`config.mk`:
```
export PLATFORM = sky130hd
export DESIGN_NAME = bin_decrement_counter
export DESIGN_NICKNAME = d
export VERILOG_FILES = /design/src/rtl/bin_decrement_counter.sv
export SDC_FILE = /design/constraint.sdc
export NUM_CORES = 1
export LEC_CHECK = 0
export CAP_MARGIN = 25
export CORE_MARGIN = 2
export CORE_UTILIZATION = 49
export CTS_CLUSTER_SIZE = 14
export DETAILED_ROUTE_END_ITERATION = 7
export PLACE_DENSITY = 0.8
export SYNTH_ARGS = -nofsm -noshare
export SYNTH_HDL_FRONTEND = slang
export SYNTH_SLANG_ARGS = --single-unit
export TNS_END_PERCENT = 30
```
`constraint.sdc`:
```
create_clock -name clk -period 2.6 [get_ports clk]
set_input_delay 0.78 -clock clk [delete_from_list [all_inputs] [get_ports clk]]
set_output_delay 0.78 -clock clk [all_outputs]
set_load 0.02 [all_outputs]
```
`src/rtl/bin_decrement_counter.sv`:
```
// Registered WIDTH-bit binary decrementer with borrow-out.
// Acts as a wrapping decrementer when idle, or as a one-shot/auto-reload countdown timer after a load.
module bin_decrement_counter #(
    parameter int WIDTH = 4
) (
    input  logic             clk,
    input  logic             rst_n,
    input  logic             load,
    input  logic [WIDTH-1:0] din,
    input  logic             dec_en,
    input  logic             auto_reload,
    output logic [WIDTH-1:0] count,
    output logic             borrow,
    output logic             done,
    output logic             zero,
    output logic             busy,
    output logic [1:0]       dbg_state
);

    typedef enum logic [1:0] {
        S_IDLE = 2'd0,
        S_RUN  = 2'd1,
        S_DONE = 2'd2
    } state_e;

    state_e           state_q, state_d;
    logic [WIDTH-1:0] count_q, count_d;
    logic [WIDTH-1:0] reload_q, reload_d;
    logic             borrow_q, borrow_d;
    logic [WIDTH:0]   dec_full;

    // The extra top bit of the subtraction is the borrow out of bit WIDTH-1.
    assign dec_full = {1'b0, count_q} - {{WIDTH{1'b0}}, 1'b1};

    always_ff @(posedge clk or negedge rst_n) begin
        if (!rst_n) begin
            state_q  <= S_IDLE;
            count_q  <= '0;
            reload_q <= '0;
            borrow_q <= 1'b0;
        end else begin
            state_q  <= state_d;
            count_q  <= count_d;
            reload_q <= reload_d;
            borrow_q <= borrow_d;
        end
    end

    always_comb begin
        state_d  = state_q;
        count_d  = count_q;
        reload_d = reload_q;
        borrow_d = 1'b0;
        if (load) begin
            count_d  = din;
            reload_d = din;
            state_d  = (din != '0) ? S_RUN : S_IDLE;
        end else begin
            case (state_q)
                S_IDLE: begin
                    if (dec_en) begin
                        count_d  = dec_full[WIDTH-1:0];
                        borrow_d = dec_full[WIDTH];
                    end
                end
                S_RUN: begin
                    // A countdown stops at zero instead of wrapping.
                    if (dec_en) begin
                        if (count_q <= {{(WIDTH-1){1'b0}}, 1'b1}) begin
                            count_d = '0;
                            state_d = S_DONE;
                        end else begin
                            count_d = dec_full[WIDTH-1:0];
                        end
                    end
                end
                S_DONE: begin
                    if (auto_reload && (reload_q != '0)) begin
                        count_d = reload_q;
                        state_d = S_RUN;
                    end else begin
                        state_d = S_IDLE;
                    end
                end
                default: begin
                    state_d = S_IDLE;
                end
            endcase
        end
    end

    assign count     = count_q;
    assign borrow    = borrow_q;
    assign done      = (state_q == S_DONE);
    assign busy      = (state_q == S_RUN);
    assign zero      = (count_q == '0);
    assign dbg_state = state_q;

endmodule
```
==> flow_summary_export.csv, run 1 <==
group,metric,value,unit
setup_path,end_kind,"output port",
synth,yosysTopAreaCell,"dfrtp_1",
global_route,grt-ovfl-total,0,
synth,synth_cell_types,31,
synth,yosys_warnings,0,
clock_tree,htree_num_levels,1,
pwr,finalPower,1.02,mW
clock_tree,cts-root-buf,"clkbuf_4",
setup_path,required,1.82,ns
timing,worstMarginPinSlew,0.505,ns
synth,ys_ff_latch,11,
finish,finish.net_count,107,
setup_path,startpoint_type,"flop",
floorplan,dieArea,1810,sq um
global_route,first_global_vias,625,
global_route,grt_usage,21.6,%
placement,hpwl,1220,um
setup_path,arrival,1.72,ns
clock_tree,clk_latency,0.27,ns
pwr,peakVddDrop,0.663,mV
floorplan,num_rows,13,
timing,min_period,2.50,ns
timing,fin_crit_sh,96.1,%
timing,rsz0062_at_grt,"no",
job,cap_violations,0,
pwr,p_leak,0.404,nW
finish,fin_cells,105,
detailed_routing,routed-via-count,624,
timing,fin_tns_setup,0,ns
clock_tree,tritoncts,"done",
timing,hold_viol_final,0,
detailed_routing,route.detailed.drc,0,
detailed_routing,first_pass_iters,4,
placement,port-buffer-count,18,
global_route,antenna_found_initial,0,
clock_tree,post_cts_buffers,0,
clock_tree,path_clk_slew,0.07,ns
detailed_routing,wirelength,1600,um
floorplan,pin_count,19,
setup_path,critPathKind,"reg -> out",
timing,slew_headroom,66.3,%
floorplan,die_h,42.6,um
timing,fmax,400,MHz
setup_path,worstPathMaxFanout,5,
finish,diodes,0,
detailed_routing,drt-wirelength-per-cell,15.2,um
finish,drive_above_1_share,15.6,%
detailed_routing,ant_nets,0,
synth,synth_top_flop_cell,"dfrtp_1",
synth,syn_nets,85,
synth,synth_area_leaders,"dfrtp_1 38%, ha_1 12%, mux2i_1 5.5%",
synth,synth_edf_count,0,
run_status,status,"completed",
synth,syn_inst,69,
timing,clock_skew,0.00530,ns
synth,syn-cell-area,729,sq um
clock_tree,numClockSinks,11,
floorplan,initial_utilization,54.0,%
detailed_routing,vias_per_cell,5.94,
clock_tree,cts.path.max_buffers,2,
finish,syn_to_final_growth,30.7,%
synth,synth_area_per_cell,10.6,sq um
finish,fillCellCount,105,
floorplan,die_x,42.6,um
synth,seq_area_frac_synth,37.7,%
synth,synth_top_area_share,37.7,%
placement,post-place-cells,101,
timing,slew_viol_final,0,
global_route,grt_max_degree,15,
min_path,hold_class,"reg -> reg",
clock_tree,cts_buffers,3,
synth,async_flop_share,100,%
pwr,p_per_area,1070,nW/um^2
placement,gp_congestion,0.944,
global_route,grt_pass1_wl,2930,um
floorplan,core_area,1350,sq um
timing,setup_viol,0,
detailed_routing,drtIter0Drc,31,
## stage by stage
step / setup WS (ns) / util, % / hold WS [ns] / cell area, sq um
final: 0.100 / 70.6 / 0.556 / 953
after global routing: 0.0344 / 70.6 / 0.568 / 953
after CTS: 0.0736 / 70.5 / 0.544 / 952
after detailed placement: 0.247 / 68.6 / 0.519 / 926
after global placement: 0.285 / 68.6 / 0.511 / 926
after floorplan: 0.790 / - / 0.484 / 729
## cells in the mapped netlist, drive strengths merged, types with 2 or more instances
| master | number |
|---|---|
| mux2 | 4 |
| nor2 | 3 |
| buf | 2 |
| mux2i | 4 |
| o2bb2ai | 2 |
| o211ai | 2 |
| nand2 | 6 |
| inv | 7 |
| nor3 | 2 |
| dfrtp | 11 |
| ha | 7 |
| nor2b | 2 |
| nor4 | 2 |
| a222oi | 3 |
## registers in the layout, summed over array words and instances, names as in the netlist
signal     flops
dbg_state      2
count          4
reload_q       4
borrow         1
## kinds of logic after synthesis
family                   count (synthesis)  synth area share, %
AND/OR/NAND/NOR                         19                 15.3
AO/OA/AOI/OAI                           15                 18.4
flip-flops                              11                 37.7
adder cells (fa/ha/maj)                  7                 12.0
buffers and inverters                    9                 4.97
multiplexers                             8                 11.7
## routing by layer
layer  share of wire (%)  global-route usage [%]
met1                  46                    29.1
met2                  46                    33.2
met3                 7.2                    5.60
met4                0.81                    7.50
met5                   0                       0
## report_power, final
part / leakage (nW) / internal [mW] / switching (mW)
Combinational: 0.255 / 0.285 / 0.330
Sequential: 0.134 / 0.222 / 0.0686
Clock: 0.0150 / 0.0593 / 0.0567
## placed cells by master (no fill, tap or decap), types with 2 or more instances in the layout
master           Yosys  layout
nor2_1               2       2
dfrtp_1             11      10
mux2_2               3       3
ha_1                 7       7
nor3_1               2       2
a222oi_1             3       3
o211ai_1             2       2
clkdlybuf4s50_1      0      18
o2bb2ai_1            2       2
nand2_1              5       5
mux2i_1              4       4
inv_1                7       7
clkbuf_4             0       3
## what timing repair did
| action | in CTS | in global routing |
|---|---|---|
| hold buffers | 0 | 0 |
| gates resized for setup | 0 | 1 |
| endpoints found under the setup margin | 0 | 1 |
## final timing paths
| check | cells after the start | start | slack, ns | endpoint |
|---|---|---|---|---|
| setup / recovery | 3 | count[2] | 0.10 | zero |
| hold / removal | 1 | count[3] | 0.56 | borrow |
| setup reg to reg | 6 | dbg_state[0] | 0.79 | count[3] |
| hold reg to reg | 1 | count[3] | 0.56 | borrow |
| max in group asynchronous | 1 | rst_n | 1.38 | count[0] |
| min in group asynchronous | 1 | rst_n | 0.85 | dbg_state[1] |
## cell type report
type | instances | area, sq um | area share [%]
sequential | 11 | 277 | 29.0
tap | 15 | 18.8 | 1.97
timing repair buffer | 19 | 188 | 19.7
multi-input combinational | 49 | 418 | 43.8
inverter | 7 | 26.3 | 2.76
clock buffer | 4 | 26.3 | 2.76
## critical path, cell delays in order (launching register included)
cell and delay, ns:
dfrtp_1 0.44, nor2_2 0.26, and2_1 0.17, clkdlybuf4s50_1 0.59
No activity file was read; power rests on OpenSTA's default activity.
==> run 2, diff against run 1 <==
--- a/config.mk
+++ b/config.mk
@@ -10,7 +10,7 @@
 export CORE_UTILIZATION = 49
 export CTS_CLUSTER_SIZE = 14
 export DETAILED_ROUTE_END_ITERATION = 7
-export PLACE_DENSITY = 0.8
+export PLACE_DENSITY = 0.76
 export SYNTH_ARGS = -nofsm -noshare
 export SYNTH_HDL_FRONTEND = slang
 export SYNTH_SLANG_ARGS = --single-unit
==> run 2 against run 1 <==
  * Maximum frequency increased by 1.2%
  * Critical endpoint is now busy
  * Largest cell class unchanged
  * Count of clock-buffer cells in the layout unchanged
  * Flip-flop and latch count unchanged
==> flow_summary_export.csv, run 2 (synthesized netlist as in run 1, its figures left out) <==
group,metric,value,unit
floorplan,die_h,42.6,um
placement,dpl_worst_slack,0.293,ns
run_status,status,"completed",
pwr,comb_power_share,60.7,%
timing,fin_crit_sh,95.0,%
floorplan,core_area,1350,sq um
timing,setup_slack,0.130,ns
detailed_routing,wirelength,1670,um
clock_tree,tritoncts,"done",
clock_tree,cts_buffers,3,
pwr,power.internal,0.565,mW
clock_tree,htree_num_levels,1,
clock_tree,cts-root-buf,"clkbuf_4",
global_route,grt_usage,19.5,%
finish,diodes,0,
setup_path,arrival,1.69,ns
pwr,switching_share,44.4,%
setup_path,worstPathMaxFanout,4,
placement,gp_congestion,0.755,
timing,hold_viol_final,0,
detailed_routing,ant_nets,0,
clock_tree,cts.path.max_buffers,2,
pwr,seqPwrFrac,27.8,%
timing,slew_headroom,65.2,%
timing,rsz0062_at_grt,"no",
placement,place_area,926,sq um
finish,final_common_cell,"clkdlybuf4s50_1",
detailed_routing,drtIter0Drc,24,
finish,drive_above_1_share,14.4,%
detailed_routing,highest_layer,"met4",
global_route,antenna_found_initial,0,
clock_tree,post_cts_buffers,0,
timing,clock_skew,0.00491,ns
detailed_routing,wl_met2,852,um
floorplan,pin_count,19,
placement,post-place-cells,101,
pwr,p_per_area,1060,nW/um^2
finish,syn_to_final_growth,30.9,%
timing,worstMarginPinSlew,0.520,ns
job,cap_violations,0,
pwr,peakVddDrop,0.703,mV
min_path,hold_class,"reg -> reg",
setup_path,required,1.82,ns
detailed_routing,route.detailed.drc,0,
global_route,grt_max_degree,12,
timing,hold-worst-slack,0.520,ns
floorplan,die_x,42.6,um
pwr,switching_power,0.452,mW
timing,fmax,405,MHz
global_route,first_global_vias,579,
detailed_routing,met1_length,672,um
clock_tree,path_clk_slew,0.07,ns
detailed_routing,routed-via-count,649,
global_route,grt_pass1_wl,2650,um
detailed_routing,vias_per_cell,6.18,
placement,hpwl,1320,um
floorplan,initial_utilization,54.0,%
detailed_routing,first_pass_iters,4,
finish,finish.net_count,107,
global_route,grt-ovfl-total,0,
placement,port-buffer-count,18,
setup_path,startpoint_type,"flop",
timing,setup_viol,0,
timing,fin_tns_setup,0,ns
pwr,p_clk_share,11.4,%
timing,min_period,2.47,ns
finish,fin_cells,105,
detailed_routing,dr_wl_met3,130,um
setup_path,critPathKind,"reg -> out",
pwr,p_leak,0.420,nW
floorplan,dieArea,1810,sq um
clock_tree,numClockSinks,11,
setup_path,end_kind,"output port",
finish,stdcell_area,955,sq um
finish,layout_common_cells,"17 x clkdlybuf4s50_1, 11 x dfrtp_1, 7 x inv_1, 7 x ha_1, 5 x nand2_1",
detailed_routing,drt-wirelength-per-cell,15.9,um
floorplan,num_rows,13,
clock_tree,clk_latency,0.27,ns
timing,slew_viol_final,0,
==> run 2: area by class of cell <==
cell class / count / area (sq um)
clock buffer: 4 / 26.3
fill: 104 / 395
inverter: 7 / 26.3
multi-input combinational: 49 / 418
sequential: 11 / 275
tap: 15 / 18.8
timing repair buffer: 19 / 190
==> run 2: power by group through the flow <==
stage	sequential, mW	clock (mW)	combinational (mW)
after floorplan	0.328	0	0.350
after global placement	0.286	0	0.602
after detailed placement	0.286	0	0.614
after CTS	0.282	0.120	0.616
after global routing	0.292	0.131	0.664
final	0.283	0.116	0.617
==> run 2: per-layer routing <==
metal / global-route usage [%] / up-vias
met5: 0 / -
met4: 0 / 0
met3: 7.76 / 2
met2: 32.3 / 34
met1: 25.7 / 313
li1: - / 300
==> run 2: per-stage QoR <==
stage	power (mW)	util, %
floorplan	0.678	-
global placement	0.888	68.6
detailed placement	0.899	68.6
CTS	1.02	70.5
global route	1.09	70.7
finish	1.02	70.7
==> run 2: final timing paths <==
| path | from | slack (ns) | cells past startpoint | end |
|---|---|---|---|---|
| worst max-delay path | dbg_state[1] | 0.13 | 3 | busy |
| worst max register to register | dbg_state[0] | 0.79 | 6 | count[0] |
| min in group asynchronous | rst_n | 0.85 | 1 | dbg_state[0] |
| worst min-delay path | count[3] | 0.52 | 1 | borrow |
| max in group asynchronous | rst_n | 1.40 | 1 | count[1] |
| worst min register to register | count[3] | 0.52 | 1 | borrow |
==> run 2: timing repair <==
action | in CTS | in global routing
endpoints found under the hold margin | 0 | 0
endpoints found under the setup margin | 0 | 1
hold buffers | 0 | 0
resized for setup | 0 | 1
==> run 2: worst max-delay path: stages, from the launching register on <==
cell and delay (ns):
dfrtp_1 0.40, inv_1 0.12, ha_1 0.26, clkdlybuf4s50_1 0.63
